### config.mk
export PLATFORM = sky130hd
export DESIGN_NAME = uart_tx_param
export DESIGN_NICKNAME = d
export VERILOG_FILES = /design/src/rtl/uart_pkg.sv /design/src/rtl/uart_baud_tick.sv /design/src/rtl/uart_tx_param.sv
export SDC_FILE = /design/constraint.sdc
export NUM_CORES = 1
export LEC_CHECK = 0
export CAP_MARGIN = 20
export CORE_MARGIN = 3
export CORE_UTILIZATION = 55
export DETAILED_ROUTE_END_ITERATION = 6
export PLACE_DENSITY = 0.86
export SKIP_LAST_GASP = 1
export SYNTH_ARGS = -nofsm -noshare
export SYNTH_HDL_FRONTEND = slang
export SYNTH_SLANG_ARGS = --single-unit
export TNS_END_PERCENT = 30
### constraint.sdc
create_clock -name CLOCK -period 2.05 [get_ports CLOCK]
set_input_delay 0.205 -clock CLOCK [delete_from_list [all_inputs] [get_ports CLOCK]]
set_output_delay 0.205 -clock CLOCK [all_outputs]
set_load 0.02 [all_outputs]
### src/rtl/uart_pkg.sv
// Shared types and helpers for the parametrised UART transmitter and its bench.
package uart_pkg;

  typedef enum logic [2:0] {
    IDLE,
    START,
    DATA,
    PARITY,
    STOP,
    BREAK
  } tx_state_t;

  localparam int unsigned PARITY_NONE = 0;
  localparam int unsigned PARITY_EVEN = 1;
  localparam int unsigned PARITY_ODD  = 2;

  // Full frame duration in clock cycles, start bit through last stop bit.
  function automatic int unsigned frame_cycles(input int unsigned clks_per_bit,
                                               input int unsigned data_bits,
                                               input int unsigned parity_mode,
                                               input int unsigned stop_bits);
    return (1 + data_bits + ((parity_mode != PARITY_NONE) ? 1 : 0) + stop_bits) * clks_per_bit;
  endfunction

endpackage

### src/rtl/uart_baud_tick.sv
// Bit-period counter: counts 0..CLKS_PER_BIT-1 while enabled, strobes on the last
// and second-to-last cycle of each bit period. Shared with the planned receiver.
module uart_baud_tick
  import uart_pkg::*;
#(
  parameter int unsigned CLKS_PER_BIT = 434
) (
  input  logic CLOCK,
  input  logic RESET,
  input  logic clear,
  input  logic enable,
  output logic bit_end,
  output logic bit_pre
);

  localparam int unsigned CW = (CLKS_PER_BIT > 2) ? $clog2(CLKS_PER_BIT) : 1;
  localparam logic [CW-1:0] LAST = CW'(CLKS_PER_BIT - 1);
  localparam logic [CW-1:0] PRE  = CW'(CLKS_PER_BIT - 2);

  logic [CW-1:0] cnt;

  always_ff @(posedge CLOCK) begin
    if (RESET || clear) begin
      cnt <= '0;
    end else if (enable) begin
      cnt <= (cnt == LAST) ? '0 : cnt + 1'b1;
    end
  end

  assign bit_end = enable && (cnt == LAST);
  assign bit_pre = enable && (cnt == PRE);

endmodule

### src/rtl/uart_tx_param.sv
// Parametrised UART transmitter with valid/ready handshake and back-to-back frames.
// Define UART_TX_BREAK_EN to add the TX_BREAK input and line-break generation.
module uart_tx_param
  import uart_pkg::*;
#(
  parameter int unsigned CLKS_PER_BIT = 434,
  parameter int unsigned DATA_BITS    = 8,
  parameter int unsigned PARITY_MODE  = 0,
  parameter int unsigned STOP_BITS    = 1
) (
  input  logic                 CLOCK,
  input  logic                 RESET,
  input  logic                 TX_DATA_VALID,
  input  logic [DATA_BITS-1:0] TX_BYTE,
`ifdef UART_TX_BREAK_EN
  input  logic                 TX_BREAK,
`endif
  output logic                 O_TX_READY,
  output logic                 O_TX_SERIAL,
  output logic                 O_TX_BUSY,
  output logic                 O_TX_DONE
);

  if (CLKS_PER_BIT < 2 || CLKS_PER_BIT > 65535 || DATA_BITS < 5 || DATA_BITS > 9 ||
      PARITY_MODE > 2 || (STOP_BITS != 1 && STOP_BITS != 2)) begin : g_bad_params
    $error("uart_tx_param: illegal parameter combination");
  end

  localparam int unsigned BW = $clog2(DATA_BITS + 1);
  localparam logic [BW-1:0] LAST_BIT = BW'(DATA_BITS - 1);

  tx_state_t            state;
  logic [DATA_BITS-1:0] shreg;
  logic                 par_bit;
  logic [BW-1:0]        bit_idx;
  logic                 stop_idx;
  logic                 ready_q;
  logic                 last_stop;
  logic                 accept;
  logic                 baud_clear;
  logic                 bit_end;
  logic                 bit_pre;

  assign last_stop = (STOP_BITS == 2) ? stop_idx : 1'b1;

`ifdef UART_TX_BREAK_EN
  logic brk_mark;
  logic brk_release;
  // Break wins over a pending frame in IDLE, so ready is withheld that cycle.
  assign O_TX_READY  = ready_q && !(TX_BREAK && state == IDLE);
  assign brk_release = (state == BREAK) && !brk_mark && !TX_BREAK;
  assign baud_clear  = accept || brk_release;
`else
  assign O_TX_READY  = ready_q;
  assign baud_clear  = accept;
`endif

  assign accept = TX_DATA_VALID && O_TX_READY;

  uart_baud_tick #(
    .CLKS_PER_BIT(CLKS_PER_BIT)
  ) u_baud (
    .CLOCK  (CLOCK),
    .RESET  (RESET),
    .clear  (baud_clear),
    .enable (state != IDLE),
    .bit_end(bit_end),
    .bit_pre(bit_pre)
  );

  always_ff @(posedge CLOCK) begin
    if (RESET) begin
      state       <= IDLE;
      O_TX_SERIAL <= 1'b1;
      ready_q     <= 1'b1;
      O_TX_BUSY   <= 1'b0;
      O_TX_DONE   <= 1'b0;
      shreg       <= '0;
      par_bit     <= 1'b0;
      bit_idx     <= '0;
      stop_idx    <= 1'b0;
`ifdef UART_TX_BREAK_EN
      brk_mark    <= 1'b0;
`endif
    end else begin
      O_TX_DONE <= 1'b0;
      // Accept is only possible in IDLE or the final stop cycle, so it overrides the state step.
      if (accept) begin
        state       <= START;
        O_TX_SERIAL <= 1'b0;
        ready_q     <= 1'b0;
        O_TX_BUSY   <= 1'b1;
        shreg       <= TX_BYTE;
        par_bit     <= (^TX_BYTE) ^ (PARITY_MODE == PARITY_ODD);
        bit_idx     <= '0;
        stop_idx    <= 1'b0;
      end else begin
        unique case (state)
          IDLE: begin
`ifdef UART_TX_BREAK_EN
            if (TX_BREAK) begin
              state       <= BREAK;
              O_TX_SERIAL <= 1'b0;
              ready_q     <= 1'b0;
              brk_mark    <= 1'b0;
            end
`endif
          end
          START: begin
            if (bit_end) begin
              state       <= DATA;
              O_TX_SERIAL <= shreg[0];
              shreg       <= shreg >> 1;
              bit_idx     <= '0;
            end
          end
          DATA: begin
            if (bit_end) begin
              if (bit_idx == LAST_BIT) begin
                if (PARITY_MODE != PARITY_NONE) begin
                  state       <= PARITY;
                  O_TX_SERIAL <= par_bit;
                end else begin
                  state       <= STOP;
                  O_TX_SERIAL <= 1'b1;
                  stop_idx    <= 1'b0;
                end
              end else begin
                bit_idx     <= bit_idx + 1'b1;
                O_TX_SERIAL <= shreg[0];
                shreg       <= shreg >> 1;
              end
            end
          end
          PARITY: begin
            if (bit_end) begin
              state       <= STOP;
              O_TX_SERIAL <= 1'b1;
              stop_idx    <= 1'b0;
            end
          end
          STOP: begin
            // Done/ready are registered, so they are raised one cycle ahead of bit_end.
            if (bit_pre && last_stop) begin
              O_TX_DONE <= 1'b1;
              ready_q   <= 1'b1;
            end
            if (bit_end) begin
              if (!last_stop) begin
                stop_idx <= 1'b1;
              end else begin
                state     <= IDLE;
                O_TX_BUSY <= 1'b0;
              end
            end
          end
`ifdef UART_TX_BREAK_EN
          BREAK: begin
            if (!brk_mark) begin
              if (!TX_BREAK) begin
                brk_mark    <= 1'b1;
                O_TX_SERIAL <= 1'b1;
              end
            end else if (bit_end) begin
              state    <= IDLE;
              ready_q  <= 1'b1;
              brk_mark <= 1'b0;
            end
          end
`endif
          default: state <= IDLE;
        endcase
      end
    end
  end

endmodule

==> flow_summary.yaml <==
pwr:
  p_leak_nw: 0.603
  power_density_mw_per_mm2: 572
  vdd_drop_max_v: 0.000430
setup_path:
  path_cells: "inv_1, ha_1, and4bb_2, nand3b_4, or4_1, a21oi_1"
  crit_type: "reg -> reg"
  cpLargestDelayFamily: "simple AND/OR/NAND/NOR gates"
  crit_fanout: 9
  critPathLaunchType: "register"
  r2r_end: "bit_idx[0]"
  crit_required_ns: 2.33
  cpMaxStageDelayCell: "or4_1"
  cp.arrival_ns: 2.10
  worst-path-buf-inv: 1
  reg2reg_depth: 6
  max_stage_delay_ns: 0.49
  endpoint_kind: "register"
  rrSetupSlack_ns: 0.22
  reg2reg_from: "u_baud.cnt[1]"
cts:
  cts_made_buffers: 3
  cts_hold_buffers: 0
  post_cts_resized: 0
  htreeDepth: 1
  cts-root-buf: "clkbuf_4"
  cts_setup_buffers: 0
  cts_buffer_depth: 2
  cts_tree: "done"
  cts_num_sinks: 28
  clk_pin_slew_ns: 0.15
  clock_latency_ns: 0.33
floorplan:
  io_pins: 15
  start_util: 0.613
  fp-row-count: 17
  die_area_mm2: 0.00326
  coreArea_mm2: 0.00234
  die_w_um: 57.1
  die_h_um: 57.1
synth:
  synth_ff_type: "dfxtp_1"
  synth-edff-count: 0
  synth_nets: 185
  async_flop_share: 0
  avgSynthCellArea_um2: 8.43
  yosys_warnings: 0
  ys_seq_area_frac: 0.391
  synth_seq_cells: 28
  yosysUniqueCellTypes: 44
  syn_inst: 170
  netlist_area_mm2: 0.00143
route:
  viasPerCell: 6.22
  drt-initial-drc-count: 44
  firstDrtPassIters: 4
  wire_per_inst_um: 14.6
  drt_wl_total_mm: 3.08
  vias: 1306
  ant_nets: 0
  drc: 0
global_route:
  use_met2: 0.320
  gr-usage-met1: 0.284
  grt_use_total: 0.203
  overflow: 0
  grt_max_degree: 18
  grt_pass1_vias: 1254
  grt_use_met3: 0.0249
  antenna_found_initial: 0
  grt_pass1_wl_mm: 5.44
  top_usage_layer: "met2"
placed_design:
  hpwl_mm: 2.25
  globalplace.congestion: 0.809
  placedCellCount: 207
  numPortBuffers: 14
status:
  run_status: "complete, no violations"
cells_and_area:
  multi_input_area_um2: 815
  seqCellArea_um2: 561
  nets: 199
  diodes: 0
  syn_to_final_growth_pct: 12.8
  stdcell_count: 210
  drive_gt1_frac: 0.0604
  nFillCells: 171
sta:
  rsz0062_at_grt: "false"
  drv_slew: 0
  setup_tns_ns: 0
  worst_pin_slew_ns: 0.570
  skew_ns: 0.0187
  finalSetupViolCount: 0
  maxSlewHeadroom: 0.617
  finalHoldViolCount: 0
  timing.fmax_ghz: 0.547
  fin_crit_ns: 1.83
  fin_crit_sh: 0.891
min_path:
  min_to: "shreg[7]"
  hold_class: "in -> reg"
  min_from: "TX_BYTE[7]"
  min_path_cells: 3
job:
  cap_violations: 0
==> synth_stat cells (2+ instances only) <==
master | number | area, um2
inv_1 | 4 | 15.0
nor4_1 | 2 | 12.5
o31ai_1 | 3 | 22.5
and2_1 | 4 | 25.0
ha_1 | 4 | 50.1
xnor2_1 | 3 | 26.3
nor3b_1 | 2 | 15.0
nor2_1 | 12 | 45.0
nor3_1 | 14 | 70.1
a21oi_1 | 14 | 70.1
clkbuf_1 | 3 | 11.3
nand3_1 | 3 | 15.0
dfxtp_1 | 28 | 561
xor2_1 | 4 | 35.0
o21ai_0 | 13 | 65.1
or3_1 | 2 | 12.5
and3b_1 | 2 | 17.5
o211ai_1 | 3 | 22.5
nand2_1 | 8 | 30.0
nand4_1 | 7 | 43.8
buf_2 | 4 | 20.0
nor2b_1 | 2 | 12.5
nand2b_1 | 8 | 50.1
==> layout by cell type (no fill, tap or decap), types with 2 or more instances in the layout <==
master and count:
dfxtp_1 28, clkbuf_4 3, nand2_1 8, nand4_1 7
and3b_1 2, nor3b_1 2, or3_1 2, nand2b_1 8
xor2_1 4, xnor2_1 3, inv_1 4, nand3_1 3
o211ai_1 3, nor2_1 12, and2_1 4, nor4_1 2
o21ai_0 13, nor3_1 14, buf_4 4, a21oi_1 14
nor2b_1 2, o31ai_1 3, clkdlybuf4s50_1 14, ha_1 4
==> report_power, final <==
group	switching [W]	internal (W)
combinational	0.0000650	0.0000591
clock	0.000155	0.0000690
sequential	0.0000139	0.000564
total	0.000233	0.000692
==> registers in the layout (all words and copies together), names as in the netlist <==
register / cells
O_TX_BUSY: 1
O_TX_SERIAL: 1
O_TX_DONE: 1
O_TX_READY: 1
bit_idx: 4
u_baud.cnt: 9
state: 3
shreg: 8
==> cell families after synthesis <==
group	after synthesis	synth area share
compound gates	43	0.183
xor+xnor	7	0.0428
fa+ha+maj	4	0.0349
buf+inv	13	0.0410
flops	28	0.391
mux	1	0.00698
simple gates	74	0.300
==> worst reg2reg max path, stage by stage (launching register included) <==
cell and delay (ns):
dfxtp_1 0.37, inv_1 0.10, ha_1 0.21, and4bb_2 0.32
nand3b_4 0.14, or4_1 0.49, a21oi_1 0.15
==> cell type report <==
cell class	count	area share
Clock buffer	3	0.0139
Inverter	4	0.00928
Multi-Input combinational cell	129	0.503
Sequential cell	28	0.346
Tap cell	28	0.0217
Timing Repair Buffer	18	0.105
==> layer usage <==
metal  up-vias  part of all wire
met5         -                 0
met4         0             0.018
met3         7             0.045
met2        45              0.47
met1       604              0.47
li1        650                 -
==> through the flow <==
stage	utilization	hold WS, ns	power (W)	setup WS, ns	cell area (um2)
final	0.691	0.406	0.000925	0.223	1620
after floorplan	-	0.274	0.000661	0.375	1430
after CTS	0.691	0.404	0.000929	0.249	1620
after detailed placement	0.682	0.487	0.000712	0.267	1600
after global routing	0.691	0.407	0.000969	0.142	1620
after global placement	0.682	0.471	0.000708	0.332	1600
==> how the worst max path moves through the flow <==
stage | slack (ns) | depth (start not counted) | startpoint | end
detailed placement | 0.27 | 7 | u_baud.cnt[1] | shreg[1]
finish | 0.22 | 6 | u_baud.cnt[1] | bit_idx[0]
CTS | 0.25 | 6 | u_baud.cnt[1] | bit_idx[0]
global route | 0.14 | 7 | u_baud.cnt[1] | shreg[1]
global placement | 0.33 | 5 | u_baud.cnt[0] | bit_idx[0]
floorplan | 0.38 | 6 | bit_idx[0] | bit_idx[0]
Note: power is estimated with default switching activity, not from simulation.
